### src/rtl/vga_pkg.sv
// Purpose : shared 640x480@60 timing defaults and 24-bit colour constants.
// Latency : n/a (constants only).
// Backpressure : none.
package vga_pkg;

  // Default 640x480@60 raster timing (pixel clock ~25.175 MHz)
  localparam int H_ACTIVE_D   = 640;
  localparam int H_FP_D       = 16;
  localparam int H_SYNC_D     = 96;
  localparam int H_BP_D       = 48;
  localparam int V_ACTIVE_D   = 480;
  localparam int V_FP_D       = 10;
  localparam int V_SYNC_D     = 2;
  localparam int V_BP_D       = 33;
  localparam int UPDATE_DIV_D = 6;
  localparam int BORDER_D     = 10;

  localparam int H_TOTAL = H_ACTIVE_D + H_FP_D + H_SYNC_D + H_BP_D;  // 800
  localparam int V_TOTAL = V_ACTIVE_D + V_FP_D + V_SYNC_D + V_BP_D;  // 525

  // {R, G, B}
  localparam logic [23:0] COL_HEAD   = 24'hFFFF00;
  localparam logic [23:0] COL_BODY   = 24'h00FF00;
  localparam logic [23:0] COL_BORDER = 24'hFFFFFF;
  localparam logic [23:0] COL_IDLE   = 24'h0000C0;
  localparam logic [23:0] COL_BLACK  = 24'h000000;

endpackage

### src/rtl/vga_raster_counter.sv
// Purpose : x/y raster counters with raw sync, active-area and vblank-start decode.
// Latency : counters registered; all decodes combinational from the counters.
// Backpressure : none, free-running every pixel clock.
//
// Ports:
//   clk_i, reset_i           pixel clock, synchronous active-high reset
//   x_o, y_o                 current raster position
//   hs_raw_o, vs_raw_o       active-low syncs decoded from x_o/y_o
//   display_o                x_o/y_o inside the visible area
//   vblank_start_o           high on the last pixel of the last visible line,
//                            i.e. the next edge enters vertical blanking
module vga_raster_counter
  import vga_pkg::*;
#(
  parameter int H_ACTIVE = H_ACTIVE_D,
  parameter int H_FP     = H_FP_D,
  parameter int H_SYNC   = H_SYNC_D,
  parameter int H_BP     = H_BP_D,
  parameter int V_ACTIVE = V_ACTIVE_D,
  parameter int V_FP     = V_FP_D,
  parameter int V_SYNC   = V_SYNC_D,
  parameter int V_BP     = V_BP_D
) (
  input  logic       clk_i,
  input  logic       reset_i,
  output logic [9:0] x_o,
  output logic [9:0] y_o,
  output logic       hs_raw_o,
  output logic       vs_raw_o,
  output logic       display_o,
  output logic       vblank_start_o
);

  localparam int H_TOT = H_ACTIVE + H_FP + H_SYNC + H_BP;
  localparam int V_TOT = V_ACTIVE + V_FP + V_SYNC + V_BP;

  localparam logic [9:0] H_LAST    = 10'(H_TOT - 1);
  localparam logic [9:0] V_LAST    = 10'(V_TOT - 1);
  localparam logic [9:0] H_ACT     = 10'(H_ACTIVE);
  localparam logic [9:0] V_ACT     = 10'(V_ACTIVE);
  localparam logic [9:0] V_ACT_M1  = 10'(V_ACTIVE - 1);
  localparam logic [9:0] HS_START  = 10'(H_ACTIVE + H_FP);
  localparam logic [9:0] HS_END    = 10'(H_ACTIVE + H_FP + H_SYNC);
  localparam logic [9:0] VS_START  = 10'(V_ACTIVE + V_FP);
  localparam logic [9:0] VS_END    = 10'(V_ACTIVE + V_FP + V_SYNC);

  logic [9:0] x_q, x_d;
  logic [9:0] y_q, y_d;
  logic       x_last;

  always_comb begin
    x_last = (x_q == H_LAST);
    x_d    = x_last ? 10'd0 : x_q + 10'd1;
    y_d    = y_q;
    if (x_last) begin
      y_d = (y_q == V_LAST) ? 10'd0 : y_q + 10'd1;
    end
  end

  always_ff @(posedge clk_i) begin
    if (reset_i) begin
      x_q <= 10'd0;
      y_q <= 10'd0;
    end else begin
      x_q <= x_d;
      y_q <= y_d;
    end
  end

  assign x_o            = x_q;
  assign y_o            = y_q;
  assign hs_raw_o       = !((x_q >= HS_START) && (x_q < HS_END));
  assign vs_raw_o       = !((y_q >= VS_START) && (y_q < VS_END));
  assign display_o      = (x_q < H_ACT) && (y_q < V_ACT);
  assign vblank_start_o = x_last && (y_q == V_ACT_M1);

endmodule

### src/rtl/vga_frame_gen.sv
// Purpose : VGA raster timing, frame-rate game tick and snake colour output.
// Latency : counter value at cycle t shows on sync/blank/RGB at cycle t+2.
// Backpressure : none; the snake flags must arrive one cycle after xCount/yCount.
//
// Ports:
//   VGA_clk, reset           pixel clock, synchronous active-high reset
//   start                    1 = game colours, 0 = idle blue screen
//   snakeHead, snakeBody     pixel flags for the position driven one cycle earlier
//   xCount, yCount           raster position to the snake logic
//   displayArea              combinational visible-area flag for xCount/yCount
//   update                   one-cycle tick every UPDATE_DIV frames at vblank start
//   VGA_hSync, VGA_vSync     active-low syncs, aligned with RGB
//   blank_n                  high during visible pixels, aligned with RGB
//   VGA_R, VGA_G, VGA_B      8-bit colour channels
module vga_frame_gen
  import vga_pkg::*;
#(
  parameter int H_ACTIVE   = H_ACTIVE_D,
  parameter int H_FP       = H_FP_D,
  parameter int H_SYNC     = H_SYNC_D,
  parameter int H_BP       = H_BP_D,
  parameter int V_ACTIVE   = V_ACTIVE_D,
  parameter int V_FP       = V_FP_D,
  parameter int V_SYNC     = V_SYNC_D,
  parameter int V_BP       = V_BP_D,
  parameter int UPDATE_DIV = UPDATE_DIV_D,
  parameter int BORDER     = BORDER_D
) (
  input  logic       VGA_clk,
  input  logic       reset,
  input  logic       start,
  input  logic       snakeHead,
  input  logic       snakeBody,
  output logic [9:0] xCount,
  output logic [9:0] yCount,
  output logic       displayArea,
  output logic       update,
  output logic       VGA_hSync,
  output logic       VGA_vSync,
  output logic       blank_n,
  output logic [7:0] VGA_R,
  output logic [7:0] VGA_G,
  output logic [7:0] VGA_B
);

  localparam int FDIV_W = (UPDATE_DIV > 1) ? $clog2(UPDATE_DIV) : 1;
  localparam logic [FDIV_W-1:0] FDIV_LAST = FDIV_W'(UPDATE_DIV - 1);

  localparam logic [9:0] BRD_LO_X = 10'(BORDER);
  localparam logic [9:0] BRD_HI_X = 10'(H_ACTIVE - BORDER);
  localparam logic [9:0] BRD_LO_Y = 10'(BORDER);
  localparam logic [9:0] BRD_HI_Y = 10'(V_ACTIVE - BORDER);

  logic hs_raw, vs_raw, vblank_start, border;

  vga_raster_counter #(
    .H_ACTIVE (H_ACTIVE),
    .H_FP     (H_FP),
    .H_SYNC   (H_SYNC),
    .H_BP     (H_BP),
    .V_ACTIVE (V_ACTIVE),
    .V_FP     (V_FP),
    .V_SYNC   (V_SYNC),
    .V_BP     (V_BP)
  ) u_raster (
    .clk_i          (VGA_clk),
    .reset_i        (reset),
    .x_o            (xCount),
    .y_o            (yCount),
    .hs_raw_o       (hs_raw),
    .vs_raw_o       (vs_raw),
    .display_o      (displayArea),
    .vblank_start_o (vblank_start)
  );

  assign border = displayArea &&
                  ((xCount < BRD_LO_X) || (xCount >= BRD_HI_X) ||
                   (yCount < BRD_LO_Y) || (yCount >= BRD_HI_Y));

  // Frame divider: counts vblank starts, independent of start so the snake
  // logic can keep reloading positions on the idle screen.
  logic [FDIV_W-1:0] fdiv_q, fdiv_d;
  logic              update_q, update_d;

  always_comb begin
    fdiv_d   = fdiv_q;
    update_d = 1'b0;
    if (vblank_start) begin
      if (fdiv_q == FDIV_LAST) begin
        fdiv_d   = '0;
        update_d = 1'b1;
      end else begin
        fdiv_d = fdiv_q + 1'b1;
      end
    end
  end

  // Stage 1 lines up with the snake flags, which are registered from the
  // same counter value in the snake logic.
  logic        hs1_q, vs1_q, de1_q, brd1_q;
  logic        hs2_q, vs2_q, de2_q;
  logic [23:0] rgb_q, rgb_d;

  always_comb begin
    rgb_d = COL_BLACK;
    if (de1_q) begin
      if (!start)         rgb_d = COL_IDLE;
      else if (snakeHead) rgb_d = COL_HEAD;
      else if (snakeBody) rgb_d = COL_BODY;
      else if (brd1_q)    rgb_d = COL_BORDER;
    end
  end

  always_ff @(posedge VGA_clk) begin
    if (reset) begin
      fdiv_q   <= '0;
      update_q <= 1'b0;
      hs1_q    <= 1'b1;
      vs1_q    <= 1'b1;
      de1_q    <= 1'b0;
      brd1_q   <= 1'b0;
      hs2_q    <= 1'b1;
      vs2_q    <= 1'b1;
      de2_q    <= 1'b0;
      rgb_q    <= COL_BLACK;
    end else begin
      fdiv_q   <= fdiv_d;
      update_q <= update_d;
      hs1_q    <= hs_raw;
      vs1_q    <= vs_raw;
      de1_q    <= displayArea;
      brd1_q   <= border;
      hs2_q    <= hs1_q;
      vs2_q    <= vs1_q;
      de2_q    <= de1_q;
      rgb_q    <= rgb_d;
    end
  end

  assign update    = update_q;
  assign VGA_hSync = hs2_q;
  assign VGA_vSync = vs2_q;
  assign blank_n   = de2_q;
  assign VGA_R     = rgb_q[23:16];
  assign VGA_G     = rgb_q[15:8];
  assign VGA_B     = rgb_q[7:0];

endmodule

### config.mk
export PLATFORM = sky130hd
export DESIGN_NAME = vga_frame_gen
export DESIGN_NICKNAME = d
export VERILOG_FILES = /design/src/rtl/vga_pkg.sv /design/src/rtl/vga_raster_counter.sv /design/src/rtl/vga_frame_gen.sv
export SDC_FILE = /design/constraint.sdc
export NUM_CORES = 1
export LEC_CHECK = 0
export ABC_AREA = 1
export ABC_CLOCK_PERIOD_IN_PS = 1800
export CAP_MARGIN = 20
export CORE_MARGIN = 2
export CORE_UTILIZATION = 47
export DETAILED_ROUTE_END_ITERATION = 6
export PLACE_DENSITY_LB_ADDON = 0.3
export SETUP_SLACK_MARGIN = 0.5
export SKIP_LAST_GASP = 1
export SYNTH_ARGS = -nofsm -noshare
export SYNTH_HDL_FRONTEND = slang
export SYNTH_SLANG_ARGS = --single-unit
### constraint.sdc
create_clock -name VGA_clk -period 1.8 [get_ports VGA_clk]
set_clock_uncertainty 0.15 [all_clocks]
set_input_delay 0.18 -clock VGA_clk [delete_from_list [all_inputs] [get_ports VGA_clk]]
set_output_delay 0.18 -clock VGA_clk [all_outputs]
set_load 0.01 [all_outputs]
# == Yosys cells after proc, flatten, opt, wreduce, memory -nomap -nowiden ==
# Cells that the tools add are included.
# word_totals
word_cells,56
reg_bits,55
in_bits,5
out_inout_bits,49
# classes
bitwise_logic,3
mux,7
reduce_logical,15
eq_ne,4
n_lt_le_gt_ge,10
addsub,3
# ops
operator,count
24-bit 2-to-1 mux,3
"10-bit by 1-bit adder with 10-bit output, second input constant",2
"10-bit == test, second input constant",2
"10-bit greater-or-equal comparator, second input constant",2
"10-bit by 9-bit greater-or-equal comparator with 1-bit output, second input constant",2
"10-bit less-than comparator, second input constant",2
"10-bit by 4-bit less-than comparator with 1-bit output, second input constant",2
"10-bit by 9-bit less-than comparator with 1-bit output, second input constant",2
"10-bit by 9-bit == test with 1-bit output, second input constant",1
10-bit 2-to-1 mux,1
8-bit 2-to-1 mux,1
2-bit OR reduction,3
1-bit logical AND,5
5-bit OR reduction,1
"3-bit by 1-bit adder with 3-bit output, second input constant",1
"3-bit == test, second input constant",1
1-bit logical OR,3
3-bit 2-to-1 mux,1
1-bit inverter,3
3-bit OR reduction,1
1-bit logical NOT,2
1-bit 2-to-1 mux,1

# == Longest topological paths before layout ==
# Gate-level depths: netlist of run 1.
# logic_depth
depth_word,5
depth_mapped,10
depth_no_buf,10

# == Modules after synthesis ==
# Synthesis of run 1 repeated with hierarchy kept, for this count alone.
# unflattened
hier_cells,278
hier_area_um2,1931.9
# by_module_without_submodules
module,n_inst,area_each_um2,seq_area_each_um2,cells_per_inst
vga_raster_counter,1,1176.1,400.4,171
vga_frame_gen,1,755.7,300.3,107

# == Worst setup path before layout of run 1 ==
# OpenSTA, ideal clock, no wires.
# synth_timing
path_kind,reg-to-reg
from,"register u_raster.x_q[0], in the netlist u_raster.x_o[0]"
to,"register u_raster.y_q[2], in the netlist u_raster.y_o[2]"
period_less_slack_ps,1673
path_stages_with_launch,10
slack_ps,127
arrival_time_ps,1409
required_ps,1535
n_path_buf,1
setup_time_ps,115
path_cell_list,dfxtp_1 > ha_1 > nand2_2 > nor2_4 > nand2_2 > nor2_2 > buf_6 > nand2_2 > xor2_1 > nor2_2
# synth_via
elab_chain_cells,1
# synth_rtl
element,line_no,text
"start, declared",vga_raster_counter.sv:47,"logic [9:0] x_q, x_d;"
"start signal, assigned",vga_raster_counter.sv:62,x_q <= 10'd0;
"start signal, assigned",vga_raster_counter.sv:65,x_q <= x_d;
10-bit == test,vga_raster_counter.sv:52,x_last = (x_q == H_LAST);
"end signal, assigned",vga_raster_counter.sv:66,y_q <= y_d;
"end, declared",vga_raster_counter.sv:48,"logic [9:0] y_q, y_d;"
# No other way between the ends.
# A chain may end at the register's enable or synchronous reset.

# == Final worst setup path of run 1 ==
# layout_timing
from,"register u_raster.x_q[7], in the netlist u_raster.x_o[7]"
to,"register u_raster.y_q[9], in the netlist u_raster.y_o[9]"
# Same word-level chain as after synthesis.

==> results.yml, run 1 <==
setup_path:
  worstSetupPathType: "reg2reg"
  arrival_ns: 1.77
  critPathMaxFanout: 5
  crit_chain: "inv_4 > buf_6 > nand3_1 > nor2_2 > nand3_4 > nor2_4 > nand3_2 > nand2_2 > nor2_2"
  start_kind: "flop"
  path_common_cell: "nor2_2"
  cp-end-kind: "flop"
  cpMaxStageDelayCell: "dfxtp_4"
  cp_slowest_stage_delay_ns: 0.37
  worstPathRequired_ns: 1.84
global_routing:
  track_usage_pct: 26.8
  grt_max_degree: 11
  first_global_vias: 1950
  busiest_layer: "met2"
  grt_pass1_wl_um: 8990
  grt_overflow: 0
  antenna_found_initial: 0
  met2_usage_pct: 45.4
  met3_usage_pct: 6.76
  met1_usage_pct: 31.0
power_and_ir_drop:
  p_leak_uw: 0.00147
  vdd_drop_max_mv: 0.380
  power.density_nw_per_um2: 514
yosys:
  ys_types: 30
  synth_ff_type: "dfxtp_1"
  synth_top_cell_by_area: "dfxtp_1"
  syn-num-nets: 274
  synth_top_area_share_pct: 37.5
  synth_edf_count: 0
  synth_cells: 266
  ys_seq_elements: 35
  synth_area_leaders: "dfxtp_1 37%, nand2_1 11%, buf_4 8.0%"
  yosysWarnings: 0
  yosysSeqAreaShare_pct: 37.5
  async_flop_share_pct: 0
  postSynthAreaPerCell_um2: 7.03
  mappedNetlistArea_um2: 1870
die:
  die_h_um: 67.1
  io_pins: 54
  rows: 22
  die_w_um: 67.1
  start_util_pct: 50.0
  coreArea_um2: 3740
  die_area_um2: 4500
layout:
  stdcell_count: 395
  syn_to_final_growth_pct: 64.3
  fillers: 212
  nets: 354
  seq_area_um2: 766
  antenna_cells: 0
  final_layout_size_suffix_gt1_share_pct: 43.2
  multi_input_area_um2: 1180
drt:
  vias_per_cell: 5.94
  vias: 2348
  remaining_drc_errors: 0
  wirelength_um: 7680
  drtAntennaViolNets: 0
  dr.pass1.iters: 6
  wl_per_cell_um: 19.4
  drt_first_iter_violations: 336
clocking:
  cts_buffers: 5
  cts_tree: "yes"
  clock_sinks: 35
  root_buffer: "clkbuf_8"
  clk_pin_slew_ns: 0.08
  clk_latency_ns: 0.31
  clk_path_buf_depth: 2
  htree_levels: 2
  holdBufCountCts: 0
sta:
  min_period_ns: 1.73
  tightest_slew_ns: 0.325
  slew-limit-headroom_pct: 78.3
  fin_setup_tns_ns: 0
  clock.fmax_mhz: 577
  finalSetupViolations: 0
  final-hold-violation-count: 0
  fin_crit_sh_pct: 96.2
  rsz0062_at_grt: "true"
  slew_viol_final: 0
place:
  io_buffers: 53
  dp.cells: 353
  dp_hpwl_um: 3180
  place_congestion: 0.926
job:
  cap_violations: 0
hold_path:
  hold_path_class: "reg2reg"
run_status:
  status: "finished, final reports clean"
==> metal layers <==
layer	vias to the layer above	share of wire, %	wire length, um
met3	72	13	992
met4	0	7.1	546
met5	-	0	0
met2	224	47	3600
met1	1062	33	2540
li1	990	-	-
==> timing repair <==
item                       CTS  global route
setup endpoints to repair   73            53
buffers inserted            17            15
gates resized for setup    126            72
gates cloned                 2             0
pin swaps                    6            14
==> sequential cells by signal, summed over array words and instances, names as in the netlist, 3 cells and up <==
| register | cells |
|---|---|
| u_raster.x_o | 10 |
| u_raster.y_o | 10 |
| rgb_q | 4 |
| fdiv_q | 3 |
==> cells in the final DEF (no fill, tap or decap), types with 2 or more instances in the layout <==
| master | instances |
|---|---|
| clkdlybuf4s15_1 | 16 |
| nand4_1 | 6 |
| nor4_1 | 2 |
| dfxtp_1 | 13 |
| a21oi_1 | 6 |
| nand2_1 | 40 |
| nand2_4 | 9 |
| ha_4 | 2 |
| buf_4 | 32 |
| clkdlybuf4s50_1 | 4 |
| nand3_4 | 3 |
| inv_4 | 3 |
| buf_6 | 11 |
| nor3_1 | 2 |
| inv_2 | 5 |
| nand3_2 | 4 |
| o211ai_1 | 2 |
| nor3_2 | 2 |
| clkbuf_2 | 5 |
| dfxtp_4 | 15 |
| a21oi_2 | 6 |
| inv_1 | 30 |
| nor2_4 | 9 |
| nor2_2 | 7 |
| nand2_2 | 8 |
| nor2_1 | 24 |
| dlygate4sd2_1 | 24 |
| buf_2 | 4 |
| dfxtp_2 | 7 |
| o21ai_0 | 6 |
| clkbuf_8 | 7 |
| or2_2 | 2 |
| nand3_1 | 15 |
==> cell type report <==
class	instances	share of cell area (%)
Multi-Input combinational cell	170	38.3
Inverter	38	4.89
Tap cell	48	1.95
Timing Repair Buffer	96	26.7
Sequential cell	35	24.9
Clock buffer	8	3.26
==> cells in the mapped netlist, types with 2 or more instances <==
library cell and instances:
inv_2 2, nor4_1 2, nor3_1 4, o211ai_1 2
nor2_1 34, o31ai_1 2, dfxtp_1 35, nand2_2 4
nand3_1 22, inv_1 36, nand4_1 6, nand2_1 53
a21oi_1 13, nor2_4 2, o21ai_0 7, nor2_2 4
ha_1 3, buf_4 20, or2_2 2, xor2_1 3
==> path summary, 6_finish.rpt <==
path,start,to,slack [ns],cells past startpoint
max,u_raster.x_o[7],u_raster.y_o[9],0.07,9
min,vs1_q,VGA_vSync,0.26,1
max reg2reg,u_raster.x_o[7],u_raster.y_o[9],0.07,9
min reg2reg,vs1_q,VGA_vSync,0.26,1
==> cell families after synthesis <==
family,count (synthesis),share of synthesized area (%)
adders and majority gates,3,2.01
and+or+nand+nor,137,34.3
DFF,35,37.5
xor gates and xnor gates,3,1.40
buffers and inverters,61,16.7
AOI/OAI and AO/OA,27,8.09
==> stage by stage <==
step / total power [uW] / area (um^2) / hold slack (ns) / util, % / setup slack, ns
floorplan: 883 / 1940 / 0.137 / - / 0.314
global placement: 928 / 2430 / 0.244 / 64.8 / 0.124
detailed placement: 932 / 2430 / 0.246 / 64.8 / 0.140
CTS: 1530 / 2810 / 0.261 / 74.9 / 0.238
global route: 1620 / 3070 / 0.287 / 82.1 / 0.0281
finish: 1580 / 3070 / 0.258 / 82.1 / 0.0681
==> worst max-delay path: cells and delay by family, from the launching register on <==
kind,cells,cell delay (ns)
simple gates,7,0.89
flops,1,0.37
buf+inv,2,0.21
==> where the power goes <==
group | leakage, uW | switching, uW | total (uW) | internal, uW
Clock | 0.0000515 | 310 | 660 | 350
Combinational | 0.00112 | 72.9 | 139 | 66.4
Sequential | 0.000299 | 13.4 | 782 | 768
No activity file was read; power rests on OpenSTA's default activity.
==> run 2: changes to the inputs <==
SLEW_MARGIN = 20   (was not set)
==> results of run 2 <==
Same layout as run 1: the final DEF is identical, and so are final timing and power.
==> run 3: changes to the inputs <==
SKIP_CTS_REPAIR_TIMING = 1   (was not set)
TNS_END_PERCENT = 30   (was not set)
==> run 3 against run 2 <==
- wire length down 39%
- combinational power down 17%
- flip-flop and latch count unchanged
- sequential power up 1%
- core utilization down 10 points
- setup slack better by 0.089 ns
- largest power group unchanged
- global-route usage down 5.0 points
- hold slack better by 0.0031 ns
- total power up 0.14%
- die area unchanged
- clock power up 2%
- via count down 20%
==> results.yml, run 3 (synthesized netlist as in run 1, its figures left out) <==
run_status:
  status: "finished, final reports clean"
sta:
  whs_ns: 0.261
  rsz0062_at_grt: "true"
  finalSetupViolations: 0
  final-hold-violation-count: 0
  fin_crit_sh_pct: 91.3
  slew-limit-headroom_pct: 83.9
  tightest_slew_ns: 0.240
  clock.fmax_mhz: 609
  slew_viol_final: 0
  fin_setup_tns_ns: 0
  min_period_ns: 1.64
  setup_ws_ns: 0.157
place:
  dp_hpwl_um: 3290
  post-place-ws_ns: 0.141
  io_buffers: 53
  dp.cells: 356
  place_congestion: 0.873
global_routing:
  grt_pass1_wl_um: 7420
  grt_overflow: 0
  track_usage_pct: 21.8
  first_global_vias: 1627
  antenna_found_initial: 0
  grt_max_degree: 14
setup_path:
  critPathMaxFanout: 5
  crit_chain: "clkdlybuf4s50_1"
  arrival_ns: 1.31
  start_kind: "flop"
  critPathTopFamily: "buffers and inverters"
  cp_slowest_stage_delay_ns: 0.60
  critical_path_buf_inv_count: 1
  cp.depth: 1
  worstSetupPathType: "reg2out"
  cp-end-kind: "primary output"
  worstPathRequired_ns: 1.47
  cpMaxStageDelayCell: "clkdlybuf4s50_1"
  r2r_cells: 8
layout:
  antenna_cells: 0
  final_cell_mix: "51 x nand2_1, 36 x inv_1, 33 x clkdlybuf4s50_1, 29 x nor2_1, 21 x nand3_1"
  stdcell_count: 367
  syn_to_final_growth_pct: 43.8
  nets: 326
  final_layout_size_suffix_gt1_share_pct: 21.6
  layout_commonest_cell: "nand2_1"
  final_util_pct: 71.9
clocking:
  cts_buffers: 5
  htree_levels: 2
  clock_sinks: 35
  root_buffer: "clkbuf_8"
  clk_latency_ns: 0.30
  clk_pin_slew_ns: 0.08
  clk_path_buf_depth: 2
  cts_tree: "yes"
drt:
  dr.pass1.iters: 4
  drt_first_iter_violations: 99
  wl_per_cell_um: 12.7
  vias_per_cell: 5.09
  vias: 1869
  wirelength_um: 4670
  drtAntennaViolNets: 0
  remaining_drc_errors: 0
job:
  cap_violations: 0
die:
  start_util_pct: 50.0
  rows: 22
  io_pins: 54
  die_area_um2: 4500
  coreArea_um2: 3740
  die_w_um: 67.1
  die_h_um: 67.1
hold_path:
  whs_path_depth: 1
  hold_path_class: "reg2reg"
power_and_ir_drop:
  power.density_nw_per_um2: 588
  p_leak_uw: 0.00142
  vdd_drop_max_mv: 0.474
-- run 3: cell types whose count changed in the layout (fill, tap and decap cells not counted), sizes merged --
cell           delta
dlymetal6s2s     +19
clkinv            +1
buf              -32
clkdlybuf4s15    -16
clkbuf            -6
clkdlybuf4s50    +29
inv               +1
dlygate4sd2      -24
-- run 3: metrics by stage --
| stage | total power (uW) | instance area (um^2) |
|---|---|---|
| global placement | 928 | 2420 |
| detailed placement | 932 | 2420 |
| floorplan | 881 | 1910 |
| CTS | 1600 | 2530 |
| global route | 1650 | 2690 |
| finish | 1580 | 2690 |
-- run 3: path summary, 6_finish.rpt --
check                        from   endpoint  slack (ns)
hold / removal              vs1_q  VGA_vSync        0.26
setup reg to reg  u_raster.x_o[0]  fdiv_q[2]        0.19
hold reg to reg             vs1_q  VGA_vSync        0.26
setup / recovery  u_raster.y_o[7]  yCount[7]        0.16
-- run 3: final cells by class --
type / count / area (um^2)
inverters: 38 / 143
clock inverters: 2 / 17.5
clock buffers: 6 / 93.8
fillers: 317 / 1050
flip-flops and latches: 35 / 738
well taps: 48 / 60.1
repair buffers: 68 / 691
multi-input cells: 170 / 947
-- run 3: where the power goes --
part / internal (uW) / total [uW] / switching (uW)
sequential: 778 / 792 / 13.3
clock: 364 / 676 / 312
combinational: 63.4 / 116 / 52.2
total: 1210 / 1580 / 378
-- run 3: routing by layer --
layer / track usage, % / vias to the layer above / routed length, um
met5: 0 / - / 0
met4: 9.44 / 0 / 125
met3: 4.73 / 14 / 385
met2: 35.4 / 83 / 2190
met1: 27.6 / 838 / 1970
li1: - / 934 / -
